File: src/rtl/reg_serializer.sv
// reg_serializer: parallel-in, serial-out unloader.
// One k-bit word is taken through a valid/ready load handshake. It is then
// shifted out one bit per accepted beat on a serial valid/ready stream. A
// one-cycle done pulse follows the final bit, and the block returns to idle.
// Optional feature macro: REG_SERIALIZER_PARITY_EN appends one even-parity beat
// (the XOR of the captured word) after the k data bits.
module reg_serializer #(
  parameter int k         = 16,
  parameter bit MSB_FIRST = 1'b1
) (
  input  logic         clk,
  input  logic         reset,
  input  logic [k-1:0] in,
  input  logic         load_valid,
  output logic         load_ready,
  output logic         sout,
  output logic         sout_valid,
  input  logic         sout_ready,
  output logic         busy,
  output logic         done
);

  localparam int CW = $clog2(k + 1);
  localparam logic [CW-1:0] DATA_LAST = CW'(k - 1);
`ifdef REG_SERIALIZER_PARITY_EN
  localparam logic [CW-1:0] BEAT_LAST = CW'(k);
`else
  localparam logic [CW-1:0] BEAT_LAST = CW'(k - 1);
`endif

  typedef enum logic [1:0] {
    ST_IDLE  = 2'd0,
    ST_SHIFT = 2'd1,
    ST_DONE  = 2'd2
  } state_t;

  state_t          state_q, state_d;
  logic [k-1:0]    shreg_q, shreg_d;
  logic [CW-1:0]   cnt_q, cnt_d;
  logic            sout_q, sout_d;
  logic            sout_valid_q, sout_valid_d;
  logic            done_q, done_d;
`ifdef REG_SERIALIZER_PARITY_EN
  logic            parity_q, parity_d;
`endif

  // Even parity of a full word: XOR of all bits.
  function automatic logic even_parity(input logic [k-1:0] word);
    return ^word;
  endfunction

  // Next-state and next-output logic for the IDLE/SHIFT/DONE sequence.
  always_comb begin
    state_d      = state_q;
    shreg_d      = shreg_q;
    cnt_d        = cnt_q;
    sout_d       = sout_q;
    sout_valid_d = sout_valid_q;
    done_d       = 1'b0;
`ifdef REG_SERIALIZER_PARITY_EN
    parity_d     = parity_q;
`endif
    case (state_q)
      ST_IDLE: begin
        if (load_valid) begin
          // load_ready is 1 in IDLE, so load_valid alone completes the handshake
          shreg_d      = in;
          cnt_d        = '0;
          sout_d       = MSB_FIRST ? in[k-1] : in[0];
          sout_valid_d = 1'b1;
          state_d      = ST_SHIFT;
`ifdef REG_SERIALIZER_PARITY_EN
          parity_d     = even_parity(in);
`endif
        end else begin
          state_d = ST_IDLE;
        end
      end
      ST_SHIFT: begin
        if (sout_valid_q && sout_ready) begin
          if (cnt_q == BEAT_LAST) begin
            sout_valid_d = 1'b0;
            sout_d       = 1'b0;
            done_d       = 1'b1;
            state_d      = ST_DONE;
          end else begin
            cnt_d = cnt_q + CW'(1);
            // Present the next data bit; the word only ever moves by shifting
            if (MSB_FIRST) begin
              shreg_d = {shreg_q[k-2:0], 1'b0};
              sout_d  = shreg_q[k-2];
            end else begin
              shreg_d = {1'b0, shreg_q[k-1:1]};
              sout_d  = shreg_q[1];
            end
`ifdef REG_SERIALIZER_PARITY_EN
            // After the last data bit, the stored parity becomes the extra beat
            if (cnt_q == DATA_LAST) begin
              sout_d = parity_q;
            end else begin
              sout_d = sout_d;
            end
`endif
          end
        end else begin
          // Stalled: hold the current bit, valid and count
          state_d = ST_SHIFT;
        end
      end
      ST_DONE: begin
        state_d = ST_IDLE;
      end
      default: begin
        state_d      = ST_IDLE;
        sout_d       = 1'b0;
        sout_valid_d = 1'b0;
      end
    endcase
  end

  // State and output registers; asynchronous clear to an empty IDLE.
  always_ff @(posedge clk or negedge reset) begin
    if (!reset) begin
      state_q      <= ST_IDLE;
      shreg_q      <= '0;
      cnt_q        <= '0;
      sout_q       <= 1'b0;
      sout_valid_q <= 1'b0;
      done_q       <= 1'b0;
`ifdef REG_SERIALIZER_PARITY_EN
      parity_q     <= 1'b0;
`endif
    end else begin
      state_q      <= state_d;
      shreg_q      <= shreg_d;
      cnt_q        <= cnt_d;
      sout_q       <= sout_d;
      sout_valid_q <= sout_valid_d;
      done_q       <= done_d;
`ifdef REG_SERIALIZER_PARITY_EN
      parity_q     <= parity_d;
`endif
    end
  end

  assign load_ready = (state_q == ST_IDLE);
  assign busy       = (state_q != ST_IDLE);
  assign sout       = sout_q;
  assign sout_valid = sout_valid_q;
  assign done       = done_q;

  // DATA_LAST only matters when the parity beat is present
  logic unused_s;
  assign unused_s = ^DATA_LAST;

endmodule

File: config.mk
export PLATFORM = sky130hd
export DESIGN_NAME = reg_serializer
export DESIGN_NICKNAME = d
export VERILOG_FILES = /design/src/rtl/reg_serializer.sv
export SDC_FILE = /design/constraint.sdc
export NUM_CORES = 1
export LEC_CHECK = 0
export ABC_AREA = 1
export CORE_MARGIN = 3
export CORE_UTILIZATION = 30
export CTS_BUF_LIST = sky130_fd_sc_hd__clkbuf_16
export DETAILED_ROUTE_END_ITERATION = 6
export PLACE_DENSITY = 0.61
export SYNTH_ARGS = -nofsm -noshare
export SYNTH_HDL_FRONTEND = slang
export SYNTH_SLANG_ARGS = --single-unit
File: constraint.sdc
create_clock -name clk -period 3.8 [get_ports clk]
set_input_delay 0.76 -clock clk [delete_from_list [all_inputs] [get_ports clk]]
set_output_delay 0.76 -clock clk [all_outputs]
set_load 0.01 [all_outputs]
==> results summary, run 1 <==
The run finished with clean final reports. The overall die area is 5328 um^2. The largest total area in the synthesized netlist belongs to sky130_fd_sc_hd__dfrtp_1. The clock skew is about 0.0034 ns. The number of placement rows is 23. The headroom to the max-slew limit came out at 56.54%.

The total grt overflow came out at 0. After technology mapping, the gate count stands at ~180. The share of async-settable or async-resettable flops after synthesis is 100.0%. CTS built an H-tree with a depth of 1. The count of different cell masters after synthesis came out at 21. Dividing total power by cell area gives a power density of between 300 and 400 nW/um^2. The first-pass GRT wire length is 4.650 mm. The overall fraction of global-route tracks in use came out at about 11%. The number of antenna violations at the first check in global routing is 0. The number of remaining DRC errors is 0. The detailed router finished its first iteration with 62 violations. The critical path capture point type is an output port. The clock passes through at most 2 buffers.

The half-perimeter wire length after detailed placement is roughly 1.9 mm. The data required time at the worst endpoint is 3.04 ns. The detailed-router iteration count before antenna repair came out at 4. The number of sinks driven by the clock tree came out at 25. The pin count of the biggest net entering global routing came out at 26. The number of nets handed over by synthesis was 199. The area of the multi-input gates is 621.8 um^2. The share of the core filled with cells is 40.06%. Counting flops with a built-in enable in the synthesized netlist gives 0. The congestion estimate from routability-driven global placement came to 0.8206.

The final setup violation count is 0. The worst hold path cell count came out at 2. The flop-to-flop setup slack is 1.60 ns. The total negative slack for setup checks came out at 0 ns. The total I/O pin count is 25. The most frequently used cell type in the post-synthesis netlist is sky130_fd_sc_hd__nand2_1. The critical path is of the reg2out type. The number of nets in the layout is approximately 220.

From synthesis to final layout, the design area changed by 24.16%. The most used flip-flop cell after synthesis is sky130_fd_sc_hd__dfrtp_1. The kind of start point of the critical path is a flop. The proportion of layout cells with a drive suffix above 1 is 9.091%. The via count of the first global-routing pass came to 1,034.

The cell area that synthesis handed to floorplanning was about 1300 um^2. The die is 72.99 um wide. The path class of the tightest hold or removal check is reg2reg. After detailed routing, the average wire length per cell comes to around 11 um. Counting I/O delays and the setup requirement, the final critical path takes 2.322 ns. The final worst-path cycle share came out at just over 60%. The commonest cells after synthesis are 92 x sky130_fd_sc_hd__nand2_1, 25 x sky130_fd_sc_hd__dfrtp_1, 19 x sky130_fd_sc_hd__nand3_1. After detailed routing, the number of vias per cell comes to 4.504. Across the VDD grid, the largest voltage drop is 0.1764 mV.

The overall via count from detail_route is 1,117. For the pin with the worst max-slew slack, the measured transition is 0.6519 ns. In this run the post-CTS setup repair buffer count came out at 0.

The buffer cell driving the clock tree root is sky130_fd_sc_hd__clkbuf_16. The area of the core came out at 4173 um^2. The max-cap violation count is 0. The synthesized design contains 25 register bits. The number of max-slew violations in the final report came to 0. The count of endpoints failing hold in the final timing report came out at 0.

The startpoint of the worst-slack reg-to-reg timing path is cnt_q[0]. The endpoint arrival time on the critical path is around 1.6 ns. The number of synthesis warnings came out at 0. The worst reg2reg path depth came out at 8. After clock tree synthesis, the clock-pin slew on the worst setup and hold paths is 0.06 ns.

TritonCTS built the clock tree. Setup repair after global routing left no endpoint under its margin. The terminating pin of the worst hold path is shreg_q[1]. The number of diodes added for antenna fixing came out at 0. The area occupied by registers came out at 625.6 um^2.

The filler cell count is about 420. The highest clock frequency the design can meet came out at approximately 430 MHz. The insertion delay of the later-clocked pin in the worst-skew pair is 0.26 ns. The post-cts resize count came out at 0.

The sequential share of the synthesized area is 46.47%. The total leakage power is 0.8618 nW. The detail route stage leaves a number of antenna-violating nets equal to 0. The maximum fanout along the worst path came out at 5. Averaged over all synthesized cells, the footprint is 7.649 um^2. The die is 72.99 um tall. The worst register-to-register path ends at cnt_q[1].

Sorting the synthesized cells by area gives the leading types as sky130_fd_sc_hd__dfrtp_1 46%, sky130_fd_sc_hd__nand2_1 26%, sky130_fd_sc_hd__nand3_1 7.1%. In this run the tool buffered the top-level ports with 24 buffer cells. The detailed-route wire length is about 2.7 mm. The synthesized design devotes to its leading area cell type 46.47% of total area. For this configuration, the core starts out at a cell density of between 30% and 40%. The startpoint of the lowest-slack hold path is shreg_q[1]. The hold-fix buffer count after cts is 0.

Counting the buffers created by CTS gives 3.
[stage by stage]
stage / area, um^2 / setup WS, ns / hold WS [ns] / total power, W / instances
detailed placement: 1592 / 1.247 / 0.4678 / 0.0002972 / 244
CTS: 1672 / 1.470 / 0.4838 / 0.0005320 / 248
finish: 1672 / 1.478 / 0.4804 / 0.0005249 / 248
global placement: 1592 / 1.265 / 0.4651 / 0.0002969 / 244
global route: 1672 / 1.332 / 0.4929 / 0.0005457 / 248
floorplan: 1346 / 2.136 / 0.4422 / 0.0002712 / 176
[worst max-delay path by stage]
stage,start,endpoint,slack [ns],cells past startpoint
2_1_floorplan,cnt_q[0],cnt_q[4],2.14,9
3_3_place_gp,sout_ready,cnt_q[0],1.26,6
3_5_place_dp,sout_ready,cnt_q[1],1.25,6
4_1_cts,state_q[0],load_ready,1.47,2
5_1_grt,cnt_q[0],shreg_q[7],1.33,8
6_report,state_q[0],load_ready,1.48,2
[per-layer routing]
metal | GRT usage [%] | wire length [um] | up-vias
li1 | - | - | 592
met1 | 14.83 | 1226 | 499
met2 | 17.28 | 1282 | 22
met3 | 3.444 | 111 | 4
met4 | 5.533 | 47 | 0
met5 | 0 | 0 | -
[where the power goes]
| part | switching (W) | total [W] | leakage [nW] | internal [W] |
|---|---|---|---|---|
| Clock | 0.0000918 | 0.000234 | 0.0409 | 0.000142 |
| Combinational | 0.00000777 | 0.0000253 | 0.482 | 0.0000175 |
| Sequential | 0 | 0.000266 | 0.339 | 0.000266 |
| Total | 0.0000996 | 0.000525 | 0.862 | 0.000425 |
[cell usage in the layout, fill, tap and decap left out]
master and count:
sky130_fd_sc_hd__nand2_1 92, sky130_fd_sc_hd__dfrtp_1 25, sky130_fd_sc_hd__clkdlybuf4s50_1 24, sky130_fd_sc_hd__nand3_1 19, sky130_fd_sc_hd__inv_1 8, sky130_fd_sc_hd__o21ai_2 5
sky130_fd_sc_hd__nor2_1 4, sky130_fd_sc_hd__or2_2 3, sky130_fd_sc_hd__ha_1 3, sky130_fd_sc_hd__clkbuf_16 3, sky130_fd_sc_hd__inv_2 1, sky130_fd_sc_hd__nor2_4 1
sky130_fd_sc_hd__nand2_2 1, sky130_fd_sc_hd__o21a_2 1, sky130_fd_sc_hd__nand2_4 1, sky130_fd_sc_hd__a21oi_1 1, sky130_fd_sc_hd__o21ai_0 1, sky130_fd_sc_hd__nand4_1 1
sky130_fd_sc_hd__o21ai_1 1, sky130_fd_sc_hd__o211ai_1 1, sky130_fd_sc_hd__clkinv_2 1, sky130_fd_sc_hd__buf_4 1
[cells by family (layout without fill, tap and decap cells)]
logic type	after synthesis	count (layout)	synth area share [%]
compound gates	10	10	5.575
fa+ha+maj	3	3	2.788
buf+inv	16	38	7.341
flops	25	25	46.47
simple gates	122	122	37.83
[layout make-up]
class	count	share of cell area, %
Clock buffer	3	4.491
Clock inverter	1	0.2994
Inverter	9	2.021
Multi-Input combinational cell	135	37.20
Sequential cell	25	37.43
Tap cell	50	3.743
Timing Repair Buffer	25	14.82
[registers in the layout, indices dropped and copies added (netlist names)]
name	count
sout_valid	1
shreg_q	15
state_q	2
done	1
cnt_q	5
sout	1
[critical path: stages, from the launching register on]
cell and delay [ns]:
sky130_fd_sc_hd__dfrtp_1 0.44, sky130_fd_sc_hd__nor2_1 0.27, sky130_fd_sc_hd__clkdlybuf4s50_1 0.60
Note: power is estimated with default switching activity, not from simulation.
==> inputs of run 2 (changes only) <==
--- a/config.mk
+++ b/config.mk
@@ -10,7 +10,7 @@
 export CORE_UTILIZATION = 30
 export CTS_BUF_LIST = sky130_fd_sc_hd__clkbuf_16
 export DETAILED_ROUTE_END_ITERATION = 6
-export PLACE_DENSITY = 0.61
+export PLACE_DENSITY = 0.63
 export SYNTH_ARGS = -nofsm -noshare
 export SYNTH_HDL_FRONTEND = slang
 export SYNTH_SLANG_ARGS = --single-unit
==> constraint.sdc (replaced) <==
create_clock -name clk -period 1.9 [get_ports clk]
set_input_delay 0.38 -clock clk [delete_from_list [all_inputs] [get_ports clk]]
set_output_delay 0.38 -clock clk [all_outputs]
set_load 0.01 [all_outputs]
==> results summary, run 2 (synthesized netlist as in run 1, its figures left out) <==
The worst vdd rail ir drop is 0.4592 mV (was 0.1764 mV). The number of input and output port buffers inserted is 24 (unchanged). The combinational power share came out at 5.0% (was 4.8%). The detailed-route wire length is 2.638 mm (was 2.667 mm). The startpoint of the lowest-slack hold path is shreg_q[0] (was shreg_q[1]).

The met1 wire length came out at 1.348 mm (was 1.226 mm). The total grt overflow is 0 (unchanged). The final critical-path required period is 1.797 ns.

The wire length on met3 is 129 um (was 111 um). The clock transition at the register clock pins on the worst setup and hold paths after CTS came out at 0.06 ns (about the same). Registers with the most flip-flops: shreg_q (15), cnt_q (5), state_q (2) (unchanged). The starting density of the core came out at 32.26% (unchanged). The half-perimeter wire length after detailed placement came to 1.858 mm (was 1.886 mm).

The area of the core is 4173 um^2 (unchanged). The number of nets in the layout is 224 (was 222). The detailed-router iteration count before antenna repair is 4 (unchanged).

The number of H-tree levels came out at 1 (unchanged). The headroom to the max-slew limit came to 77.53% (was 56.54%). The internal power contribution is 0.0008482 W (was 0.0004254 W).

The highest clock frequency the design can meet is approximately 560 MHz. The data required time at the worst endpoint came out at 1.52 ns (was 3.04 ns). The area growth from synthesis to final layout is 25.74% (was 24.16%). The total setup buffers inserted after CTS is 0 (unchanged). The proportion of power drawn by flip-flops and latches is 51.6% (was 50.7%). The count of endpoints failing hold in the final timing report was 0 (unchanged).

The overall via count from detail_route came out at 1,095 (was 1,117). The cell area power density came out at 609.5 nW/um^2 (was 314.0 nW/um^2). The final setup violation count is 0 (unchanged). The count of placed standard cells in the final layout, fillers left out came out at 250 (was 248).

The startpoint of the worst-slack reg-to-reg timing path is cnt_q[0] (unchanged). The maximum fanout along the worst path is 5 (unchanged). The total negative slack for setup checks came out at 0 ns (unchanged). The clock skew was 0.002626 ns (was 0.003384 ns). The number of nets with antenna violations after routing is 0 (unchanged).

The number of remaining DRC errors was 0 (unchanged). The vias per cell came out at 4.380 (was 4.504). The most common cell after layout, fill and taps aside is sky130_fd_sc_hd__nand2_1 (unchanged).

The actual transition at the worst max-transition pin came out at 0.3359 ns (was 0.6519 ns). The number of placement rows is 23 (unchanged). The insertion delay of the later-clocked pin in the worst-skew pair came out at 0.25 ns (was 0.26 ns). The placer's final routability congestion estimate is 0.7288 (was 0.8206). After layout, the worst path uses between 90% and 100% of the clock period. Series of cell instances along the critical path: nor2_4 > clkdlybuf4s50_1 (was nor2_1 > clkdlybuf4s50_1). Setup repair after global routing missed its margin: false (unchanged). The number of diodes added for antenna fixing was 0 (unchanged). Result of the run: completed (unchanged).

The flip-flop count of the largest register after layout is 15 (unchanged). The total leakage power is 0.8729 nW (was 0.8618 nW). The first-pass GRT wire length is 4.843 mm (was 4.650 mm). The proportion of layout cells with a drive suffix above 1 is 10.00% (was 9.091%).

The proportion of power drawn by the clock network came to 43.4% (was 44.5%). The launching instance or port of the critical path is state_q[0] (unchanged). The number of placed instances, taps included is 246 (was 244). The buffers plus inverters on the worst setup path is 1 (unchanged). The violation count after the first detailed-routing iteration came out at 52 (was 62). The overall die area is 5328 um^2 (unchanged). The CTS tree was built (unchanged). The family of cells with the greatest summed delay on the critical path is buffers and inverters (unchanged). The width of the chip is 72.99 um (unchanged). The kind of start point of the critical path is a flop (unchanged). The cell with the largest stage delay on the worst path is sky130_fd_sc_hd__clkdlybuf4s50_1 (unchanged). The peak per-stage delay on the critical path is 0.55 ns (was 0.60 ns). The number of max-slew violations in the final report came out at 0 (unchanged). The number of CTS-inserted buffers is 3 (unchanged). The kind of critical path was reg2out (unchanged). The uppermost signal routing layer after detailed routing was met4 (unchanged).

The via count of the first global-routing pass is 1,053 (was 1,034). The critical path capture point type is an output port (unchanged). The worst hold margin is 0.4774 ns (was 0.4804 ns).

The register with the most flip-flops is shreg_q (unchanged). The endpoint arrival time on the critical path is 1.42 ns (was 1.56 ns). The total length of routed met2 wires came to 1.143 mm (was 1.282 mm). The total I/O pin count is 25 (unchanged). The type of the most critical hold path is reg2reg (unchanged). The pin count of the biggest net entering global routing is 26 (unchanged). The number of antenna violations at the first check in global routing is 0 (unchanged).

The number of sinks driven by the clock tree is 25 (unchanged). The average routed wire per standard cell is 10.55 um (was 10.75 um). The buffer cell driving the clock tree root is sky130_fd_sc_hd__clkbuf_16 (unchanged). The die height is 72.99 um (unchanged). Most frequent cells in the layout: 92 x sky130_fd_sc_hd__nand2_1, 25 x sky130_fd_sc_hd__dfrtp_1, 24 x sky130_fd_sc_hd__clkdlybuf4s50_1 (unchanged). The net switching power figure came to 0.0001836 W (was 0.00009955 W). The switching part of the total was 17.79% (was 18.97%). The maximum number of buffers from clock root to sink is 2 (unchanged). The max-cap violation count was 0 (unchanged). The overall fraction of global-route tracks in use is 11.56% (was 11.43%).
-- run 2: cell count changes in the layout (fill, tap and decap cells not counted), sizes merged --
cell / before / now
buf: 1 / 3
clkinv: 1 / 0
inv: 9 / 10
-- run 2: final timing paths --
check | end | slack (ns) | cells past startpoint
max | load_ready | 0.10 | 2
min | shreg_q[0] | 0.48 | 2
max reg2reg | cnt_q[2] | 0.20 | 8
min reg2reg | shreg_q[0] | 0.48 | 2
max in group asynchronous | sout | 1.17 | 2
min in group asynchronous | shreg_q[8] | 0.49 | 2
-- run 2: area by class of cell --
cell class | count | area (um^2)
fill | 436 | 2480
multi-input combinational | 135 | 629.4
sequential | 25 | 625.6
timing repair buffer | 27 | 262.8
clock buffer | 3 | 75.07
tap | 50 | 62.56
inverter | 9 | 33.78
clock inverter | 1 | 3.754
-- run 2: routing by layer --
metal	track usage [%]	vias to the layer above
li1	-	597
met1	16.65	474
met2	17.08	22
met3	3.444	2
met4	2.459	0
met5	0	-
-- run 2: power by group through the flow --
stage               Combinational (W)  Clock [W]  Sequential, W
floorplan                0.0000000339          0       0.000542
global placement            0.0000525          0       0.000542
detailed placement          0.0000529          0       0.000542
CTS                         0.0000532   0.000467       0.000532
global route                0.0000575   0.000495       0.000532
finish                      0.0000517   0.000448       0.000532
-- run 2: worst min-delay path, delay by kind of cell (launching register included) --
family        cells  cell delay, ns
flops             1            0.34
simple gates      2            0.10
-- run 2: timing repair --
action	4_1_cts	5_1_grt
resized for setup	1	1
hold buffers	0	0
setup endpoints to repair	1	2
pin swaps	0	1
-- run 2: stage by stage --
stage / area (um^2) / util (%) / total power [W] / setup slack (ns)
after floorplan: 1346 / - / 0.0005423 / 0.2365
after global placement: 1607 / 38.50 / 0.0005946 / 0.1383
after CTS: 1688 / 40.45 / 0.001052 / 0.05110
final: 1693 / 40.57 / 0.001032 / 0.1027
after global routing: 1693 / 40.57 / 0.001084 / 0.01635
after detailed placement: 1607 / 38.50 / 0.0005951 / 0.1277
